### src/rtl/lfsr_card_pkg.sv
// Shared types and helpers for the LFSR card-draw block.
// Optional lockup guard in lfsr_core: LFSR_LOCKUP_GUARD_EN.
package lfsr_card_pkg;

  typedef logic [3:0] rank_t;

  typedef enum logic {
    IDLE = 1'b0,
    DRAW = 1'b1
  } draw_state_e;

  localparam rank_t RANK_MIN = 4'd1;
  localparam rank_t RANK_MAX = 4'd13;

  localparam logic [31:0] DEFAULT_TAPS32 = 32'h8020_0003;

  // Last-try mapping of a rejected nibble onto a legal rank
  function automatic rank_t fallback_rank(input rank_t cand);
    rank_t r;
    unique case (cand)
      4'd14:   r = 4'd1;
      4'd15:   r = 4'd2;
      default: r = RANK_MAX;
    endcase
    return r;
  endfunction

endpackage

### src/rtl/lfsr_card_draw_core.sv
// Galois LFSR register with seed load and step enable.
// Define LFSR_LOCKUP_GUARD_EN to keep the state out of all-zero.
module lfsr_core
  import lfsr_card_pkg::*;
#(
  parameter int          WIDTH = 32,
  parameter logic [63:0] TAPS  = 64'(DEFAULT_TAPS32),
  parameter logic [63:0] SEED  = 64'h1
) (
  input  logic             clk,
  input  logic             rst,
  input  logic             step,
  input  logic             load,
  input  logic [WIDTH-1:0] load_val,
  output logic [WIDTH-1:0] state
);

  localparam logic [WIDTH-1:0] TAP_W  = TAPS[WIDTH-1:0];
  localparam logic [WIDTH-1:0] SEED_W = SEED[WIDTH-1:0];

  logic [WIDTH-1:0] r_state;
  logic [WIDTH-1:0] w_shift;
  logic [WIDTH-1:0] w_next;
  logic [WIDTH-1:0] w_load;

  assign w_shift = (r_state >> 1) ^ (r_state[0] ? TAP_W : '0);

`ifdef LFSR_LOCKUP_GUARD_EN
  assign w_next = (w_shift == '0) ? SEED_W : w_shift;
  assign w_load = (load_val == '0) ? SEED_W : load_val;
`else
  assign w_next = w_shift;
  assign w_load = load_val;
`endif

  always_ff @(posedge clk or posedge rst) begin
    if (rst) begin
      r_state <= SEED_W;
    end else if (load) begin
      r_state <= w_load;
    end else if (step) begin
      r_state <= w_next;
    end
  end

  assign state = r_state;

endmodule

### src/rtl/lfsr_card_draw.sv
// LFSR with a rejection-sampling card-draw FSM (ranks 1..13).
// Lockup guard selectable with LFSR_LOCKUP_GUARD_EN (see lfsr_core).
module lfsr_card_draw
  import lfsr_card_pkg::*;
#(
  parameter int          WIDTH     = 32,
  parameter logic [63:0] TAPS      = 64'(DEFAULT_TAPS32),
  parameter logic [63:0] SEED      = 64'h1,
  parameter int          MAX_TRIES = 8
) (
  input  logic             clk,
  input  logic             rst,
  input  logic             en,
  input  logic             seed_ld,
  input  logic [WIDTH-1:0] seed_in,
  input  logic             draw_req,
  output logic             draw_ready,
  output logic             card_valid,
  output logic [3:0]       card_rank,
  output logic [WIDTH-1:0] randnum
);

  localparam logic [7:0] TRY_LAST = 8'(MAX_TRIES - 1);

  draw_state_e      r_fsm;
  logic [7:0]       r_tries;
  logic             r_valid;
  rank_t            r_rank;
  logic [WIDTH-1:0] w_state;
  logic             w_step;
  rank_t            w_cand;
  logic             w_ok;

  assign w_step = en | (r_fsm == DRAW);
  assign w_cand = w_state[3:0];
  assign w_ok   = (w_cand >= RANK_MIN) && (w_cand <= RANK_MAX);

  lfsr_core #(
    .WIDTH (WIDTH),
    .TAPS  (TAPS),
    .SEED  (SEED)
  ) u_core (
    .clk      (clk),
    .rst      (rst),
    .step     (w_step),
    .load     (seed_ld),
    .load_val (seed_in),
    .state    (w_state)
  );

  // A seed load in DRAW freezes evaluation for that cycle
  always_ff @(posedge clk or posedge rst) begin
    if (rst) begin
      r_fsm   <= IDLE;
      r_tries <= '0;
      r_valid <= 1'b0;
      r_rank  <= '0;
    end else begin
      r_valid <= 1'b0;
      unique case (r_fsm)
        IDLE: begin
          if (draw_req) begin
            r_fsm   <= DRAW;
            r_tries <= '0;
          end
        end
        DRAW: begin
          if (!seed_ld) begin
            if (w_ok) begin
              r_rank  <= w_cand;
              r_valid <= 1'b1;
              r_fsm   <= IDLE;
            end else if (r_tries == TRY_LAST) begin
              r_rank  <= fallback_rank(w_cand);
              r_valid <= 1'b1;
              r_fsm   <= IDLE;
            end else begin
              r_tries <= r_tries + 8'd1;
            end
          end
        end
        default: r_fsm <= IDLE;
      endcase
    end
  end

  assign draw_ready = (r_fsm == IDLE);
  assign card_valid = r_valid;
  assign card_rank  = r_rank;
  assign randnum    = w_state;

endmodule
### config.mk
export PLATFORM = sky130hd
export DESIGN_NAME = lfsr_card_draw
export DESIGN_NICKNAME = d
export VERILOG_FILES = /design/src/rtl/lfsr_card_pkg.sv /design/src/rtl/lfsr_card_draw_core.sv /design/src/rtl/lfsr_card_draw.sv
export SDC_FILE = /design/constraint.sdc
export NUM_CORES = 1
export LEC_CHECK = 0
export CAP_MARGIN = 20
export CORE_ASPECT_RATIO = 1.25
export CORE_UTILIZATION = 30
export DETAILED_ROUTE_END_ITERATION = 10
export PLACE_DENSITY = 0.6
export RECOVER_POWER = 50
export SLEW_MARGIN = 0
export SYNTH_ARGS = -nofsm -noshare
export SYNTH_HDL_FRONTEND = slang
export SYNTH_SLANG_ARGS = --single-unit
export TNS_END_PERCENT = 20
### constraint.sdc
create_clock -name clk -period 2.61 [get_ports clk]
set_input_delay 0.6525 -clock clk [delete_from_list [all_inputs] [get_ports clk]]
set_output_delay 0.6525 -clock clk [all_outputs]
set_load 0.02 [all_outputs]
==> results by group, run 1 <==
Power and ir drop
  – PwrDens: 878.3 mW/mm^2
  – Leak: 1.411 nW
  – Peak VDD IR: 417.4 uV

STA
  – Setup skew after layout: 0.01079 ns
  – Max Slew Vio Count: 0
  – RSZ-0062 raised after global routing: false
  – Final setup vio count: 0
  – Slew @ Worst Pin: just over 1 ns
  – Fin crit share: 86.56%
  – Crit path time final: 2.259 ns
  – Max Clk Rate: ~0.44 GHz
  – Final Hold Viols: 0
  – Setup TNS: 0 ns
  – Worst rel slew slack: 31.99%

Floorplanning
  – Cell Rows: 35
  – Number of I/O pins: 75
  – Die Area: 0.008252 mm^2
  – Die width: 81.45 um
  – Starting Density: 31.61%
  – Core area: around 0.0075 mm^2
  – Die Height: 101.3 um

Layout
  – Post-layout instance area: about 0.0033 mm^2
  – P&R area growth vs syn: 39.06%
  – Layout cells sized above 1: 7.348%
  – Nets: about 350
  – Ant. Diodes: 0

Global route
  – Initial antenna violation count: 0
  – Largest net degree at the start of global routing: 65
  – Total congestion overflow: 0
  – Vias in the first global route: 1897
  – First-pass GRT wire length: 9335 um
  – GRT Total Usage: 14.79%

Critical path
  – CP startpoint kind: flop
  – CP max-delay cell: dfrtp_1
  – Crit path max-delay family: buffers and inverters
  – CP Class: reg -> out
  – Crit end category: output pin
  – Slowest stage delay, CP: about 0.60 ns
  – CP cell instances: clkinv_1, clkdlybuf4s50_1
  – Data required, critical path: 1.96 ns
  – CP bufs+invs: 2
  – CP max FO: 13
  – Crit path arrival time: 1.61 ns
  – Reg2Reg Depth: 6
  – WP depth: 2

Routing
  – Drt pass-1 iters: 6
  – Vias/cell: 4.778
  – DR vias: between 1500 and 2000
  – Routed WL: 5548 um
  – Iteration-0 DRC Markers: 43
  – Drc violations: 0
  – Antenna Nets Post-Route: 0
  – WL per Instance: 13.70 um

Clock tree
  – Num CTS Buffers: 5
  – H-tree depth: 2
  – Root buffer cell: clkbuf_8
  – Clock Tree Buf Depth: 2
  – CTS tree: done
  – Clock transition at path regs: 0.09 ns
  – Post-cts resize count: 0
  – Buffer count from post-CTS setup fixing: 0
  – Hold buffer count at CTS: 0
  – Worst skew pair latency: 0.30 ns
  – TritonCTS Sinks: 46

Hold path
  – Hold Path Depth: 2
  – Hold Crit Class: reg -> reg

Logic synthesis
  – Avg Cell Area, Syn: 9.947 um^2
  – Post-synthesis cell area: 0.002367 mm^2
  – Post-synthesis sequential area ratio: about half
  – Synth warn: 0
  – Syn nets: 280
  – Cells after Synth: 238
  – Post-synth cell types: 37
  – Flops & latches, synth: 46
  – FFs w/ async S/R, synth: 100.0%
  – Main synth FF type: dfrtp_1
  – Post-synth EDFFs: 0

Run status
  – Status: completed

Placement
  – Post-DP Area: 0.003213 mm^2
  – Gpl congestion: 0.7656
  – IO Port Bufs: 74
  – Post-DP HPWL: 3941 um

Job
  – Max-cap violation count: 0
## worst min-delay path: stages, from the launching register on
cell and delay, ns:
dfrtp_1 0.37, nand2_1 0.05, o21ai_0 0.06
## synthesized netlist by cell type (all sizes together), types with 2 or more instances
cell / instances / area [um^2]
a211oi: 2 / 32.53
a21o: 2 / 16.27
a21oi: 3 / 26.28
a31oi: 2 / 12.51
and3: 2 / 13.77
buf: 3 / 30.03
clkbuf: 11 / 45.05
dfrtp: 45 / 1126
ha: 5 / 62.56
inv: 8 / 30.03
mux2i: 36 / 360.4
nand2: 45 / 168.9
nand3: 5 / 30.03
nand4: 7 / 43.79
nor2: 9 / 33.78
nor3: 3 / 15.01
o211ai: 2 / 15.01
o21ai: 35 / 175.2
xnor2: 2 / 17.52
## area by class of cell
type	count	area [um^2]
fillers	744	4197
flip-flops and latches	46	1152
multi-input cells	169	1106
repair buffers	81	778.2
well taps	92	115.1
clock buffers	7	76.32
inverters	9	33.78
clock inverters	1	30.03
## cells by family after synthesis
logic type / count (synthesis) / share of synthesized area [%]
XOR/XNOR: 2 / 0.7401
AND/OR/NAND/NOR: 75 / 14.38
AO/OA/AOI/OAI: 50 / 13.11
multiplexers: 37 / 15.86
buffers and inverters: 23 / 4.599
flip-flops: 46 / 48.68
adder cells (fa/ha/maj): 5 / 2.643
## report_power, final
group          switching [mW]  internal, mW  leakage, nW  total, mW
Sequential              0.212         0.920        0.561       1.13
Combinational           0.629         0.603        0.798       1.23
Clock                   0.240         0.287       0.0524      0.527
Total                    1.08          1.81         1.41       2.89
## metrics by stage
stage / hold WS (ns) / utilization, % / instances / worst slack (ns) / total power [mW]
6_report: 0.5099 / 43.96 / 405 / 0.3509 / 2.891
3_3_place_gp: 0.4866 / 42.91 / 397 / 0.5348 / 2.381
5_1_grt: 0.5443 / 43.96 / 405 / 0.1859 / 3.090
3_5_place_dp: 0.4959 / 42.91 / 397 / 0.4713 / 2.400
4_1_cts: 0.5071 / 44.33 / 405 / 0.3112 / 2.942
2_1_floorplan: 0.4589 / - / 238 / 0.3605 / 1.813
## layer usage
metal  vias to the layer above  global-route usage [%]  wire length (um)  share of wire, %
met5                         -                       0                 0                 0
li1                        976                       -                 -                 -
met1                       900                   19.16              2455                44
met3                         6                   6.126               441               7.9
met4                         0                   4.670                46              0.83
met2                        53                   22.24              2604                47
## layout by cell type, fill, tap and decap left out, drive strengths merged, types with 2 or more instances in the layout
master and n:
clkdlybuf4s50 72, nand2 45, dfrtp 45, mux2i 36
o21ai 35, clkbuf 10, nor2 9, inv 8
nand4 7, ha 5, nand3 5, buf 5
nor3 3, a21oi 3, xnor2 2, a31oi 2
o211ai 2, a211oi 2, a21o 2, and3 2
## path summary, 6_finish.rpt
| path | from | to | slack, ns |
|---|---|---|---|
| worst max register to register | u_core.state[0]$_DFFE_PP1P_ | card_rank[1]$_DFFE_PP0P_ | 0.47 |
| min in group asynchronous | rst | r_tries[7]$_DFFE_PP0P_ | 0.88 |
| worst min-delay path | u_core.state[25]$_DFFE_PP0P_ | u_core.state[25]$_DFFE_PP0P_ | 0.51 |
| worst max-delay path | r_fsm$_DFF_PP0_ | draw_ready | 0.35 |
| max in group asynchronous | rst | u_core.state[25]$_DFFE_PP0P_ | 0.53 |
| worst min register to register | u_core.state[25]$_DFFE_PP0P_ | u_core.state[25]$_DFFE_PP0P_ | 0.51 |
## flip-flops by register name (all words and copies together) (netlist names)
signal	flops
u_core.state	32
r_tries	8
card_rank	4
card_valid	1
r_fsm	1
Note: power is estimated with default switching activity, not from simulation.
==> inputs of run 2 (changes only) <==
--- a/config.mk
+++ b/config.mk
@@ -10,7 +10,6 @@
 export CORE_UTILIZATION = 30
 export DETAILED_ROUTE_END_ITERATION = 10
 export PLACE_DENSITY = 0.6
-export RECOVER_POWER = 50
 export SLEW_MARGIN = 0
 export SYNTH_ARGS = -nofsm -noshare
 export SYNTH_HDL_FRONTEND = slang
==> results by group, run 2 (synthesized netlist as in run 1, its figures left out) <==
Clock tree
  – Buffer count from post-CTS setup fixing: 0 (unchanged)
  – H-tree depth: 2 (unchanged)
  – Clock Tree Buf Depth: 2 (unchanged)
  – Root buffer cell: clkbuf_8
  – Post-cts resize count: 0 (unchanged)
  – TritonCTS Sinks: 46 (unchanged)
  – Num CTS Buffers: 5 (unchanged)
  – Hold buffer count at CTS: 0 (unchanged)
  – Clock transition at path regs: 0.09 ns (about the same)
  – CTS tree: done
  – Worst skew pair latency: 0.30 ns (about the same)

Placement
  – Pre-CTS WS: 0.4713 ns (unchanged)
  – IO Port Bufs: 74 (unchanged)
  – Placed insts: 397 (unchanged)
  – Post-DP HPWL: 3941 um (unchanged)
  – Post-DP Area: 0.003213 mm^2 (unchanged)
  – Gpl congestion: 0.7656 (unchanged)

STA
  – Setup TNS: 0 ns (unchanged)
  – Worst rel slew slack: 71.78% (+40 points)
  – Setup skew after layout: 0.01086 ns (+0.00006960 ns)
  – Final Hold Viols: 0 (unchanged)
  – Max Clk Rate: 0.4400 GHz (-0.60%)
  – RSZ-0062 raised after global routing: false
  – Fin crit share: 87.08% (+0.52 points)
  – Slew @ Worst Pin: 0.4232 ns (-0.5968 ns)
  – Final setup vio count: 0 (unchanged)
  – WHS: 0.5100 ns (+0.00005500 ns)
  – Max Slew Vio Count: 0 (unchanged)
  – Setup ws final: 0.3373 ns (-0.01356 ns)
  – Crit path time final: 2.273 ns (+0.01356 ns)

Layout
  – Most common cell after layout, fill and taps aside: clkdlybuf4s50_1
  – P&R area growth vs syn: 40.22%
  – Nets: 354 (unchanged)
  – Finished Layout Cells: 405 (unchanged)
  – Ant. Diodes: 0 (unchanged)
  – Most frequent cells in the layout: 73 x clkdlybuf4s50_1, 45 x nand2_1, 45 x dfrtp_1
  – Filler instances: 739 (-0.67%)
  – Final core utilization: 44.33% (+0.37 points)
  – Layout cells sized above 1: 8.626% (+1.3 points)
  – Post-layout instance area: 0.003319 mm^2 (+0.84%)
  – Largest register FFs: 32 (unchanged)

Hold path
  – Hold Path Depth: 2 (unchanged)
  – Hold Crit Class: reg -> reg

Floorplanning
  – Number of I/O pins: 75 (unchanged)
  – Cell Rows: 35 (unchanged)
  – Die Height: 101.3 um (unchanged)
  – Starting Density: 31.61% (unchanged)
  – Core area: 0.007488 mm^2 (unchanged)
  – Die Area: 0.008252 mm^2 (unchanged)
  – Die width: 81.45 um (unchanged)

Run status
  – Status: completed

Critical path
  – Crit end category: output pin
  – CP Class: reg -> out
  – Crit path arrival time: 1.62 ns (about the same)
  – Slowest stage delay, CP: 0.61 ns (about the same)
  – WP depth: 2 (unchanged)
  – CP cell instances: clkinv_1, clkdlybuf4s50_1
  – CP max FO: 13 (unchanged)
  – CP startpoint kind: flop
  – Crit path max-delay family: buffers and inverters
  – Data required, critical path: 1.96 ns (about the same)
  – CP bufs+invs: 2 (unchanged)
  – CP max-delay cell: dfrtp_1
  – Register-to-Register Setup Slack: 0.48 ns (about the same)
  – Reg2Reg Depth: 6 (unchanged)

Routing
  – Routed WL: 5547 um (about the same)
  – Antenna Nets Post-Route: 0 (unchanged)
  – DR vias: 1927 (-0.41%)
  – Vias/cell: 4.758 (-0.41%)
  – Drc violations: 0 (unchanged)
  – Iteration-0 DRC Markers: 42 (-2.3%)
  – Drt pass-1 iters: 6 (unchanged)
  – WL per Instance: 13.70 um (about the same)

Job
  – Max-cap violation count: 0 (unchanged)

Power and ir drop
  – PwrDens: 874.1 mW/mm^2 (-0.48%)
  – Total chip power: 2.902 mW (+0.36%)
  – Peak VDD IR: 416.5 uV (-0.21%)
  – Leak: 1.422 nW (+0.75%)

Global route
  – Total congestion overflow: 0 (unchanged)
  – Initial antenna violation count: 0 (unchanged)
  – First-pass GRT wire length: 9335 um (unchanged)
  – GRT Total Usage: 14.79% (unchanged)
  – Vias in the first global route: 1897 (unchanged)
  – Largest net degree at the start of global routing: 65 (unchanged)
-- run 2: routing by layer --
metal / vias up / GRT usage (%) / wire [um]
li1: 973 / - / -
met1: 895 / 19.16 / 2488
met2: 53 / 22.24 / 2570
met3: 6 / 6.126 / 441
met4: 0 / 4.670 / 46
met5: - / 0 / 0
-- run 2: worst reg2reg max path, delay by kind of cell (launching register included) --
kind / cells / cell delay, ns
DFF: 1 / 0.64
AOI/OAI and AO/OA: 2 / 0.48
muxes: 1 / 0.33
and+or+nand+nor: 1 / 0.26
adders and majority gates: 1 / 0.22
buffers and inverters: 1 / 0.09
-- run 2: area by class of cell --
| cell class | count | area [um^2] | share of cell area, % |
|---|---|---|---|
| Tap cell | 92 | 115.1 | 3.468 |
| Inverter | 9 | 33.78 | 1.018 |
| Clock inverter | 1 | 30.03 | 0.9046 |
| Clock buffer | 7 | 76.32 | 2.299 |
| Sequential cell | 46 | 1152 | 34.72 |
| Multi-Input combinational cell | 169 | 1111 | 33.47 |
| Timing Repair Buffer | 81 | 800.8 | 24.12 |
-- run 2: worst paths after layout --
check	to	startpoint
min reg2reg	u_core.state[25]$_DFFE_PP0P_	u_core.state[25]$_DFFE_PP0P_
min	u_core.state[25]$_DFFE_PP0P_	u_core.state[25]$_DFFE_PP0P_
max in group asynchronous	u_core.state[0]$_DFFE_PP1P_	rst
max reg2reg	card_rank[1]$_DFFE_PP0P_	u_core.state[0]$_DFFE_PP1P_
min in group asynchronous	r_tries[7]$_DFFE_PP0P_	rst
max	draw_ready	r_fsm$_DFF_PP0_
-- run 2: power by group --
part / internal, mW / switching [mW]
Combinational: 0.611 / 0.631
Sequential: 0.920 / 0.213
Clock: 0.287 / 0.240
==> inputs of run 3 (changes only) <==
--- a/config.mk
+++ b/config.mk
@@ -8,6 +8,7 @@
 export CAP_MARGIN = 20
 export CORE_ASPECT_RATIO = 1.25
 export CORE_UTILIZATION = 30
+export CTS_BUF_LIST = sky130_fd_sc_hd__clkbuf_16
 export DETAILED_ROUTE_END_ITERATION = 10
 export PLACE_DENSITY = 0.6
 export SLEW_MARGIN = 0
==> results by group, run 3 (synthesized netlist as in run 1, its figures left out) <==
Routing
  – Vias/cell: 4.746 (-0.26%)
  – Routed WL: 5527 um (-0.36%)
  – Iteration-0 DRC Markers: 37 (-12%)
  – Drc violations: 0 (unchanged)
  – WL per Instance: 13.65 um (-0.36%)
  – DR vias: 1922 (-0.26%)
  – Antenna Nets Post-Route: 0 (unchanged)
  – Drt pass-1 iters: 7 (+1)

Layout
  – Filler instances: 733 (-0.81%)
  – Layout cells sized above 1: 8.626% (unchanged)
  – Most frequent cells in the layout: 73 x clkdlybuf4s50_1, 45 x nand2_1, 45 x dfrtp_1
  – Most common cell after layout, fill and taps aside: clkdlybuf4s50_1
  – Largest register FFs: 32 (unchanged)
  – Nets: 354 (unchanged)
  – P&R area growth vs syn: 42.60%
  – Ant. Diodes: 0 (unchanged)
  – Post-layout instance area: 0.003376 mm^2 (+1.7%)

Placement
  – Gpl congestion: 0.7656 (unchanged)
  – Post-DP HPWL: 3941 um (unchanged)
  – Pre-CTS WS: 0.4713 ns (unchanged)
  – IO Port Bufs: 74 (unchanged)
  – Post-DP Area: 0.003213 mm^2 (unchanged)

Global route
  – GRT Total Usage: 14.84% (+0.056 points)
  – Vias in the first global route: 1901 (+0.21%)
  – First-pass GRT wire length: 9301 um (-0.36%)
  – Initial antenna violation count: 0 (unchanged)
  – Total congestion overflow: 0 (unchanged)
  – Largest net degree at the start of global routing: 65 (unchanged)

Critical path
  – CP max FO: 13 (unchanged)
  – CP Class: reg -> out
  – Data required, critical path: 1.96 ns (about the same)
  – Crit path arrival time: 1.60 ns (-0.02 ns)
  – Crit end category: output pin
  – CP startpoint kind: flop
  – Register-to-Register Setup Slack: 0.48 ns (about the same)

Clock tree
  – TritonCTS Sinks: 46 (unchanged)
  – Hold buffer count at CTS: 0 (unchanged)
  – Worst skew pair latency: 0.28 ns (-0.02 ns)
  – Buffer count from post-CTS setup fixing: 0 (unchanged)
  – CTS tree: done
  – Root buffer cell: clkbuf_16
  – Num CTS Buffers: 5 (unchanged)
  – H-tree depth: 2 (unchanged)
  – Post-cts resize count: 0 (unchanged)
  – Clock Tree Buf Depth: 2 (unchanged)
  – Clock transition at path regs: 0.06 ns (-0.03 ns)

Floorplanning
  – Core area: 0.007488 mm^2 (unchanged)
  – Cell Rows: 35 (unchanged)
  – Starting Density: 31.61% (unchanged)
  – Die Area: 0.008252 mm^2 (unchanged)
  – Die width: 81.45 um (unchanged)
  – Number of I/O pins: 75 (unchanged)
  – Die Height: 101.3 um (unchanged)

STA
  – Crit path time final: 2.249 ns (-0.02345 ns)
  – Final Hold Viols: 0 (unchanged)
  – Setup ws final: 0.3608 ns (+0.02346 ns)
  – Fin crit share: 86.18% (-0.90 points)
  – Max Slew Vio Count: 0 (unchanged)
  – Setup skew after layout: 0.008393 ns (-0.002468 ns)
  – Max Clk Rate: 0.4446 GHz (+1.0%)
  – Final setup vio count: 0 (unchanged)
  – RSZ-0062 raised after global routing: false
  – Setup TNS: 0 ns (unchanged)
  – Slew @ Worst Pin: 0.4237 ns (+0.0004539 ns)
  – Worst rel slew slack: 71.75% (about the same)

Power and ir drop
  – Leak: 1.456 nW (+2.4%)
  – Peak VDD IR: 482.4 uV (+16%)
  – PwrDens: 911.6 mW/mm^2 (+4.3%)
  – Total chip power: 3.077 mW (+6.0%)

Run status
  – Status: completed

Job
  – Max-cap violation count: 0 (unchanged)

Hold path
  – Hold Crit Class: reg -> reg
run 3: cell count changes in the layout (fill, tap and decap cells not counted):
cell / previous run / this run
clkbuf_16: 0 / 5
inv_1: 7 / 9
clkbuf_8: 5 / 0
clkbuf_1: 2 / 0
run 3: power breakdown:
| group | internal, mW | total, mW | switching [mW] |
|---|---|---|---|
| logic | 0.611 | 1.24 | 0.629 |
| registers | 0.922 | 1.13 | 0.213 |
| clock network | 0.445 | 0.702 | 0.257 |
run 3: metrics by stage:
step,cells,hold WS [ns],utilization (%)
6_report,405,0.5052,45.08
5_1_grt,405,0.5407,45.08
4_1_cts,405,0.5041,45.08
3_5_place_dp,397,0.4959,42.91
3_3_place_gp,397,0.4866,42.91
2_1_floorplan,238,0.4589,-
run 3: layout make-up:
cell class                      instances  area [um^2]  area share, %
Sequential cell                        46         1152          34.14
Multi-Input combinational cell        169         1111          32.91
Timing Repair Buffer                   81        800.8          23.72
Clock buffer                            5        125.1          3.706
Tap cell                               92        115.1          3.410
Clock inverter                          3        37.54          1.112
Inverter                                9        33.78          1.001
run 3: worst paths after layout:
| kind | start | endpoint | depth (start not counted) |
|---|---|---|---|
| min in group asynchronous | rst | r_tries[7]$_DFFE_PP0P_ | 2 |
| min reg2reg | u_core.state[25]$_DFFE_PP0P_ | u_core.state[25]$_DFFE_PP0P_ | 2 |
| min | u_core.state[25]$_DFFE_PP0P_ | u_core.state[25]$_DFFE_PP0P_ | 2 |
| max | r_fsm$_DFF_PP0_ | draw_ready | 2 |
| max in group asynchronous | rst | u_core.state[0]$_DFFE_PP1P_ | 3 |
| max reg2reg | u_core.state[0]$_DFFE_PP1P_ | card_rank[1]$_DFFE_PP0P_ | 6 |
run 3: layer usage:
layer / vias up / routed length, um / global-route usage, %
li1: 976 / - / -
met1: 893 / 2497 / 19.10
met2: 51 / 2556 / 22.18
met3: 2 / 443 / 6.667
met4: 0 / 30 / 4.533
met5: - / 0 / 0
run 3: critical path: stages (launching register included):
cell	delay, ns
dfrtp_1	0.60
clkinv_1	0.15
clkdlybuf4s50_1	0.56
